==> config.mk <==
export PLATFORM = sky130hd
export DESIGN_NAME = alu_multicycle
export DESIGN_NICKNAME = d
export VERILOG_FILES = /design/src/rtl/alu_multicycle.sv
export SDC_FILE = /design/constraint.sdc
export NUM_CORES = 1
export LEC_CHECK = 0
export ABC_AREA = 1
export BUFFER_PORTS_ARGS = -buffer_cell sky130_fd_sc_hd__buf_2
export CAP_MARGIN = 20
export CORE_ASPECT_RATIO = 1.5
export CORE_MARGIN = 2
export CORE_UTILIZATION = 55
export DETAILED_ROUTE_END_ITERATION = 8
export PLACE_DENSITY = 0.82
export SLEW_MARGIN = 20
export SYNTH_ARGS = -nofsm -noshare
export SYNTH_HDL_FRONTEND = slang
export SYNTH_SLANG_ARGS = --single-unit
==> constraint.sdc <==
create_clock -name clk -period 5.6 [get_ports clk]
set_clock_uncertainty 0.05 [all_clocks]
set_input_delay 1.12 -clock clk [delete_from_list [all_inputs] [get_ports clk]]
set_output_delay 1.12 -clock clk [all_outputs]
set_load 0.02 [all_outputs]
==> src/rtl/alu_multicycle.sv <==
`default_nettype none
// ============================================================================
//  Module      : alu_multicycle
//  Description : Multi-cycle MIPS-style ALU with a start/done handshake.
//                AND/OR/ADD/SUB/SLTU/SLT complete one cycle after accept when
//                FAST_OPS=1. MUL uses iterative shift-add into a 2*n_bits
//                accumulator. DIVU uses restoring division, one quotient bit
//                per cycle. Results are registered and held between done
//                pulses.
//  Revision    : 1.0  initial release
// ============================================================================
module alu_multicycle #(
  parameter int n_bits   = 32,
  parameter bit FAST_OPS = 1'b1
) (
  input  logic              clk,
  input  logic              rst_n,
  input  logic              start,
  input  logic [2:0]        ALUControl,
  input  logic [n_bits-1:0] srca,
  input  logic [n_bits-1:0] srcb,
  output logic              busy,
  output logic              done,
  output logic [n_bits-1:0] ALUResult,
  output logic [n_bits-1:0] ALUResultHi,
  output logic              Zero,
  output logic              DivByZero
);

  localparam logic [2:0] c_op_and  = 3'b000;
  localparam logic [2:0] c_op_or   = 3'b001;
  localparam logic [2:0] c_op_add  = 3'b010;
  localparam logic [2:0] c_op_divu = 3'b011;
  localparam logic [2:0] c_op_sub  = 3'b100;
  localparam logic [2:0] c_op_mul  = 3'b101;
  localparam logic [2:0] c_op_sltu = 3'b110;
  localparam logic [2:0] c_op_slt  = 3'b111;

  // The iteration counter runs 0 .. n_bits-1. The last iteration writes the
  // result directly, so the CALC phase is exactly n_bits cycles long.
  localparam int                 c_cnt_w = $clog2(n_bits);
  localparam logic [c_cnt_w-1:0] c_last  = c_cnt_w'(n_bits - 1);

  typedef enum logic [1:0] {
    S_IDLE = 2'd0,
    S_CALC = 2'd1,
    S_DONE = 2'd2
  } state_t;

  state_t                r_state;
  state_t                w_state_next;
  logic                  w_accept;
  logic                  w_direct;
  logic                  w_direct_op;
  logic                  w_finish;

  logic [2:0]            r_op;
  logic [n_bits-1:0]     r_a;
  logic [n_bits-1:0]     r_b;
  logic [2*n_bits-1:0]   r_acc;
  logic [c_cnt_w-1:0]    r_cnt;

  logic [n_bits:0]       w_mul_sum;
  logic [2*n_bits-1:0]   w_mul_next;
  logic [n_bits:0]       w_div_shift;
  logic                  w_div_ge;
  logic [n_bits-1:0]     w_div_sub;
  logic [2*n_bits-1:0]   w_div_next;
  logic [2*n_bits-1:0]   w_acc_next;
  logic [n_bits-1:0]     w_fast_in;
  logic [n_bits-1:0]     w_fin_lo;
  logic [n_bits-1:0]     w_fin_hi;

  logic [n_bits-1:0]     r_result;
  logic [n_bits-1:0]     r_result_hi;
  logic                  r_zero;
  logic                  r_div_by_zero;

  // Single-cycle operations; MUL/DIVU are not handled here.
  function automatic logic [n_bits-1:0] f_fast(input logic [2:0]        op,
                                               input logic [n_bits-1:0] a,
                                               input logic [n_bits-1:0] b);
    logic [n_bits-1:0] v;
    v = '0;
    case (op)
      c_op_and:  v = a & b;
      c_op_or:   v = a | b;
      c_op_add:  v = a + b;
      c_op_sub:  v = a - b;
      c_op_sltu: v = {{(n_bits-1){1'b0}}, (a < b)};
      c_op_slt:  v = {{(n_bits-1){1'b0}}, ($signed(a) < $signed(b))};
      default:   v = '0;
    endcase
    return v;
  endfunction

  // Operations that finish on the accept edge without entering CALC.
  // Divide by zero always takes this path so the error is reported at once.
  always_comb begin
    w_direct_op = 1'b0;
    if ((ALUControl == c_op_divu) && (srcb == '0)) begin
      w_direct_op = 1'b1;
    end else if (FAST_OPS && (ALUControl != c_op_mul) && (ALUControl != c_op_divu)) begin
      w_direct_op = 1'b1;
    end
  end

  // State register.
  always_ff @(posedge clk or negedge rst_n) begin
    if (!rst_n) begin
      r_state <= S_IDLE;
    end else begin
      r_state <= w_state_next;
    end
  end

  // Next-state logic, handshake decode and status outputs.
  always_comb begin
    w_state_next = r_state;
    w_accept     = 1'b0;
    w_direct     = 1'b0;
    w_finish     = 1'b0;
    busy         = 1'b0;
    done         = 1'b0;
    case (r_state)
      S_IDLE, S_DONE: begin
        done         = (r_state == S_DONE);
        w_state_next = S_IDLE;
        if (start) begin
          w_accept     = 1'b1;
          w_direct     = w_direct_op;
          w_state_next = w_direct_op ? S_DONE : S_CALC;
        end
      end
      S_CALC: begin
        busy = 1'b1;
        if (r_cnt == c_last) begin
          w_finish     = 1'b1;
          w_state_next = S_DONE;
        end
      end
      default: w_state_next = S_IDLE;
    endcase
  end

  // One iteration of shift-add multiply and restoring divide. The low half of
  // the accumulator holds the remaining multiplier bits (MUL) or the
  // not-yet-consumed dividend bits that become the quotient (DIVU).
  always_comb begin
    w_mul_sum   = {1'b0, r_acc[2*n_bits-1:n_bits]} + (r_acc[0] ? {1'b0, r_a} : '0);
    w_mul_next  = {w_mul_sum, r_acc[n_bits-1:1]};
    w_div_shift = r_acc[2*n_bits-1:n_bits-1];
    w_div_ge    = (w_div_shift >= {1'b0, r_b});
    w_div_sub   = w_div_shift[n_bits-1:0] - r_b;
    w_div_next  = {(w_div_ge ? w_div_sub : w_div_shift[n_bits-1:0]),
                   r_acc[n_bits-2:0], w_div_ge};
    w_acc_next  = r_acc;
    if (r_op == c_op_mul) begin
      w_acc_next = w_mul_next;
    end else if (r_op == c_op_divu) begin
      w_acc_next = w_div_next;
    end
  end

  // Result selection for the direct path and for the final CALC cycle.
  always_comb begin
    w_fast_in = f_fast(ALUControl, srca, srcb);
    w_fin_lo  = f_fast(r_op, r_a, r_b);
    w_fin_hi  = '0;
    if (r_op == c_op_mul) begin
      w_fin_lo = w_mul_next[n_bits-1:0];
      w_fin_hi = w_mul_next[2*n_bits-1:n_bits];
    end else if (r_op == c_op_divu) begin
      w_fin_lo = w_div_next[n_bits-1:0];
      w_fin_hi = w_div_next[2*n_bits-1:n_bits];
    end
  end

  // Operand capture at accept, then one iteration per CALC cycle.
  always_ff @(posedge clk or negedge rst_n) begin
    if (!rst_n) begin
      r_op  <= c_op_and;
      r_a   <= '0;
      r_b   <= '0;
      r_acc <= '0;
      r_cnt <= '0;
    end else if (w_accept) begin
      r_op  <= ALUControl;
      r_a   <= srca;
      r_b   <= srcb;
      r_cnt <= '0;
      if (ALUControl == c_op_mul) begin
        r_acc <= {{n_bits{1'b0}}, srcb};
      end else begin
        r_acc <= {{n_bits{1'b0}}, srca};
      end
    end else if (r_state == S_CALC) begin
      r_cnt <= r_cnt + 1'b1;
      r_acc <= w_acc_next;
    end
  end

  // Architectural outputs change only on the edge that enters DONE.
  always_ff @(posedge clk or negedge rst_n) begin
    if (!rst_n) begin
      r_result      <= '0;
      r_result_hi   <= '0;
      r_zero        <= 1'b1;
      r_div_by_zero <= 1'b0;
    end else if (w_direct) begin
      if (ALUControl == c_op_divu) begin
        r_result      <= '1;
        r_result_hi   <= srca;
        r_zero        <= 1'b0;
        r_div_by_zero <= 1'b1;
      end else begin
        r_result      <= w_fast_in;
        r_result_hi   <= '0;
        r_zero        <= (w_fast_in == '0);
        r_div_by_zero <= 1'b0;
      end
    end else if (w_finish) begin
      r_result      <= w_fin_lo;
      r_result_hi   <= w_fin_hi;
      r_zero        <= (w_fin_lo == '0);
      r_div_by_zero <= 1'b0;
    end
  end

  assign ALUResult   = r_result;
  assign ALUResultHi = r_result_hi;
  assign Zero        = r_zero;
  assign DivByZero   = r_div_by_zero;

endmodule
`default_nettype wire

Word-level counts from Yosys, hierarchy flattened

Index checks and enable logic that the tools add are counted.

Register bits after elaboration: 204
Input port bits: 70
Output and inout bits: 68
Logic and storage cells: 100

$add $sub $neg: 7
$lt $le $gt $ge: 5
Equality and inequality tests: 20
Muxes and demuxes: 41
Bitwise logic cells: 4
Reduce and logical (&&, ||, !) cells: 13

Operators with widths:

| kind                                                            | number |
|---|---|
| 32-bit 2-to-1 mux                                               | 13 |
| 32-bit case mux with 6 select lines                             | 2 |
| 64-bit 2-to-1 mux                                               | 4 |
| 32-bit less-than comparator                                     | 4 |
| 32-bit zero test                                                | 3 |
| 32-bit subtractor                                               | 3 |
| 32-bit adder                                                    | 2 |
| 32-bit AND                                                      | 2 |
| 32-bit OR                                                       | 2 |
| 32-bit by 32-bit adder with 33-bit output                       | 1 |
| 33-bit by 32-bit greater-or-equal comparator with 1-bit output  | 1 |
| 3-bit == test, second input constant                            | 8 |
| 1-bit 2-to-1 mux                                                | 16 |
| 3-bit by 2-bit == test with 1-bit output, second input constant | 4 |
| 5-bit 2-to-1 mux                                                | 2 |
| 3-bit by 1-bit == test with 1-bit output, second input constant | 2 |
| 3-bit zero test                                                 | 2 |
| 2-bit 2-to-1 mux                                                | 3 |
| 5-bit by 1-bit adder with 5-bit output, second input constant   | 1 |
| 5-bit == test, second input constant                            | 1 |
| 2-bit case mux with 2 select lines                              | 1 |
| 2-bit nonzero test                                              | 2 |
| 3-bit by 2-bit != test with 1-bit output, second input constant | 1 |
| 3-bit != test, second input constant                            | 1 |
| 8 further kinds                                                 | 9 |

Longest topological paths before layout

Depth in word-level cells: 7
Depth in mapped cells: 24
Gate-level depth less buffers: 23

Least setup slack after synthesis

Ideal clock, no wire load.

Path type: input to register
From: input srca[0]
To: register r_zero, in the netlist Zero
Library setup time: 0.060 ns
Arrival: 3.058 ns
Data required time: 5.490 ns
Slack: 2.432 ns
Stages: 21
Buffers on the path: 0
Path through: inv_1 > ha_1 > inv_1 > fa_1 > nand3_1 > nand3_1 > nand2_1 > nand3_1 > nand2_1 > nand3_1 > nand3_1 > nand3_1 > nor2_1 > nand2_1 > nor2_1 > nand2_1 > nor2_1 > nand3_1 > nand2_1 > nand2_1 > nand2_1

Cells in the longest elaborated chain, start to end: 5
Elaborated cells on any way between the ends: 10
Classes of those cells: add/sub: 2; order compare: 2; mux: 3; bitwise: 2; reduce/logical: 1

Ends and longest elaborated chain:

| element                                         | RTL line | text |
|---|---|---|
| from (decl)                                     | 20       | `input logic [n_bits-1:0] srca,` |
| 32-bit subtractor, or another cell as far along | 89       | `c_op_sub: v = a - b;` |
| 32-bit case mux with 6 select lines (*)         | 85       | `case (op)` |
| 32-bit zero test (*)                            | 219      | `r_zero <= (w_fast_in == '0);` |
| 1-bit 2-to-1 mux (*)                            | 211      | `if (ALUControl == c_op_divu) begin` |
| 1-bit 2-to-1 mux (*)                            | 210      | `end else if (w_direct) begin` |
| to (signal assigned)                            | 219      |  |
| to (signal assigned)                            | 225      | `r_zero <= (w_fin_lo == '0);` |
| to (decl)                                       | 76       | `logic r_zero;` |

Mark *: on every way between the ends. The rest lies on a longest branch, timed or not.
A chain may end at the register's enable or synchronous reset.

Worst setup path in the final report

From: input srcb[31]
To: register r_result_hi[28], in the netlist ALUResultHi[28]

Cells in the longest elaborated chain, start to end: 6
Elaborated cells on any way between the ends: 7
Classes of those cells: mux: 4; reduce/logical: 3

Ends and longest elaborated chain:

| element                                                 | RTL line | text |
|---|---|---|
| from (decl)                                             | 21       | `input logic [n_bits-1:0] srcb,` |
| 32-bit zero test (*)                                    | 101      | `if ((ALUControl == c_op_divu) && (srcb == '0)) begin` |
| 1-bit logical AND (*)                                   | 101      |  |
| 1-bit 2-to-1 mux (*)                                    | 101      |  |
| 1-bit 2-to-1 mux (*)                                    | 129      | `if (start) begin` |
| 1-bit 2-to-1 mux (*)                                    | 125      | `case (r_state)` |
| 32-bit 2-to-1 mux or 2-bit nonzero test (tied branches) | --       |  |
| to (signal assigned)                                    | 213      | `r_result_hi <= srca;` |
| to (signal assigned)                                    | 224      | `r_result_hi <= w_fin_hi;` |
| to (decl)                                               | 75       | `logic [n_bits-1:0] r_result_hi;` |

Marks and branches as above.

==> out/qor.yml <==
floorplanning:
  core_um2: 47500
  die_w_um: 183
  die_h_um: 272
  io_pins: 138
  initial_core_util_pct: 55.5
  rows: 98
  die_area_um2: 49700
yosys:
  synth_edf_count: 0
  yosysUniqueCellTypes: 50
  syn_area_per_cell_um2: 5.88
  ys_warn_count: 0
  async_flop_share_pct: 100
  synth-main-ff-cell: "dfrtp_1"
  synth_fp_nets: 4816
  seq_area_frac_synth_pct: 19.4
  synth_area_um2: 26300
  netlist.top_cell.by_area: "dfrtp_1"
  synth-seq-cells: 204
  synth.area.top_cells: "dfrtp_1, nand2_1, ha_1"
  synth_cells: 4479
  synth_top_area_share_pct: 19.3
sta:
  min_period_ns: 4.43
  clock.fmax_ghz: 0.226
  final_hold_viol_count: 0
  rsz0062_at_grt: "false"
  worstMarginPinSlew_ns: 1.27
  report.final.slew_viol_count: 0
  finalCritPeriodShare_pct: 79.1
  slew_headroom_pct: 15.6
  setup-tns-final_ns: 0
  timing.hold.ws_ns: 0.453
  setup_viol: 0
drt:
  first_pass_iters: 6
  ant_nets: 0
  drt_iter0_drc: 4609
  vias_per_cell: 6.30
  num_vias: 32400
  routed_wl_um: 133000
  avgRoutedWirePerCell_um: 25.8
  drc: 0
clocking:
  cts_htree_levels: 1
  cts_sinks: 204
  cts_buffer_depth: 3
  post-cts-setup-buffers: 0
  clkTransAtPathRegs_ns: 0.07
  worstSkewPairLatency_ns: 0.58
  ctsHoldBuffers: 0
  cts.repair.resized: 0
  cts-root-buf: "clkbuf_16"
  tritoncts: "done"
  cts_made_buffers: 23
critical_path:
  cp-start-kind: "input pin"
  slowest_delay_ns: 0.69
  critical-path-slowest-cell: "inv_2"
  crit_chain: "buf_2 -> inv_1 -> nand4_1 -> nor2_1 -> nand2_1 -> o21ai_0 -> nand2_1 -> nor2_1 -> buf_4 -> nand2_1 -> inv_2 -> a21oi_1 -> a21oi_1"
  path_common_cell: "nand2_1"
  path_max_fanout: 28
  cp_data_required_time_ns: 6.06
  cp.arrival_ns: 4.88
  critPathCaptureType: "flip-flop"
  critical_path_class: "in2reg"
  critPathTopFamily: "buffers and inverters"
  crit_buf_inv: 4
job:
  maxCapViolCount: 0
finish:
  nets: 4859
  mostFrequentLayoutCells: "nand2_1, inv_1, nor2_1"
  area_delta_synth_final_pct: 7.32
  drive_gt1_share_pct: 5.71
  layout_commonest_cell: "nand2_1"
global_route:
  grt_first_pass_wirelength_um: 192000
  grt_util_all_layers_pct: 52.3
  overflow: 0
  grt_max_degree: 112
  grt_pass1_vias: 30500
  grt_antenna_before_repair: 8
place:
  gp_congestion: 1.16
  io_buffers: 137
  hpwlAfterDp_um: 106000
power_and_ir_drop:
  vdd_drop_max_mv: 0.236
  power_density_nw_per_um2: 361
  power_leakage_nw: 15.1
worst_hold_path:
  worstHoldPathType: "reg2reg"
outcome:
  status: "finished, final reports clean"
[Yosys cell counts, types with 9 or more instances]
master,count
o22ai_1,87
a21o_1,9
nand3b_1,27
xnor2_1,15
nand4_1,89
and2_1,14
a31oi_1,39
inv_1,714
nand2_1,1269
o21bai_1,57
nand3_1,301
xor2_1,16
o211ai_1,29
nor3_1,48
a22o_1,13
a21boi_0,14
ha_1,261
nor2_1,437
buf_1,17
a21oi_1,281
buf_2,54
o21ai_0,321
clkbuf_1,69
dfrtp_1,203
inv_2,13
[worst paths after layout]
kind / to / cells past startpoint / slack (ns) / from
worst min register to register: Zero$_DFFE_PN1P_ / 2 / 0.45 / Zero$_DFFE_PN1P_
worst min-delay path: Zero$_DFFE_PN1P_ / 2 / 0.45 / Zero$_DFFE_PN1P_
worst max-delay path: ALUResultHi[28]$_DFFE_PN0P_ / 13 / 1.17 / srcb[31]
min in group asynchronous: ALUResultHi[15]$_DFFE_PN0P_ / 1 / 0.59 / rst_n
max in group asynchronous: r_b[24]$_DFFE_PN0P_ / 2 / 3.66 / rst_n
worst max register to register: Zero$_DFFE_PN1P_ / 22 / 1.46 / r_a[0]$_DFFE_PN0P_
[area by class of cell]
type,instances,area (um2)
antenna,6,15.0
fill,4901,19200
timing repair buffer,171,962
clock inverter,12,169
inverter,729,2740
multi-input combinational,3393,17900
sequential,204,5110
tap,600,751
clock buffer,30,652
[per-stage QoR]
| step | setup WS (ns) | power, mW | instance area [um2] | instances | util, % |
|---|---|---|---|---|---|
| after detailed placement | 0.859 | 8.14 | 27400 | 5097 | 57.8 |
| final | 1.17 | 10.2 | 28300 | 5145 | 59.6 |
| after global routing | 1.27 | 10.6 | 28300 | 5140 | 59.6 |
| after global placement | 0.805 | 8.10 | 27400 | 5097 | 57.8 |
| after floorplan | 2.43 | 5.94 | 26300 | 4479 | - |
| after CTS | 1.45 | 9.85 | 28300 | 5139 | 59.6 |
[registers in the layout, indices dropped and copies added (netlist names)]
register and count:
r_b 32, r_op 3, Zero 1, DivByZero 1
r_a 32, r_acc 64, ALUResultHi 32, r_cnt 5
r_state 2, ALUResult 32
[logic make-up after synthesis]
kind of cell / synth area share (%)
simple gates: 34.9
buf+inv: 12.9
compound gates: 18.8
fa+ha+maj: 12.9
flops: 19.4
xor+xnor: 1.03
mux: 0.0380
[layer usage]
metal  track usage, %  routed length (um)  vias up
met1             57.1               44300    14800
li1                 -                   -    14600
met5                0                  27        -
met3             13.9               14800      784
met2             80.6               56400     2257
met4             53.1               17100        4
[where the power goes]
group	internal (mW)	total [mW]	switching [mW]	leakage, nW
combinational	1.67	6.12	4.45	12.2
clock	0.973	1.71	0.741	0.396
sequential	1.86	2.37	0.508	2.51
[worst register-to-register path: stages, from the launching register on]
cell,delay [ns]
dfrtp_1,0.50
inv_1,0.11
ha_1,0.21
inv_1,0.21
fa_1,0.48
nand2_1,0.10
nand2_1,0.21
nand2_1,0.11
nand3_1,0.21
nand2_1,0.10
nand2_1,0.14
nand2_1,0.14
nand2_1,0.09
nand2_1,0.05
nand3_1,0.21
nand4_1,0.22
nor2_1,0.13
nand2_1,0.12
nor2_1,0.13
nand3_1,0.27
nand2_1,0.16
nand2_1,0.06
nand2_1,0.08
Note: power is estimated with default switching activity, not from simulation.
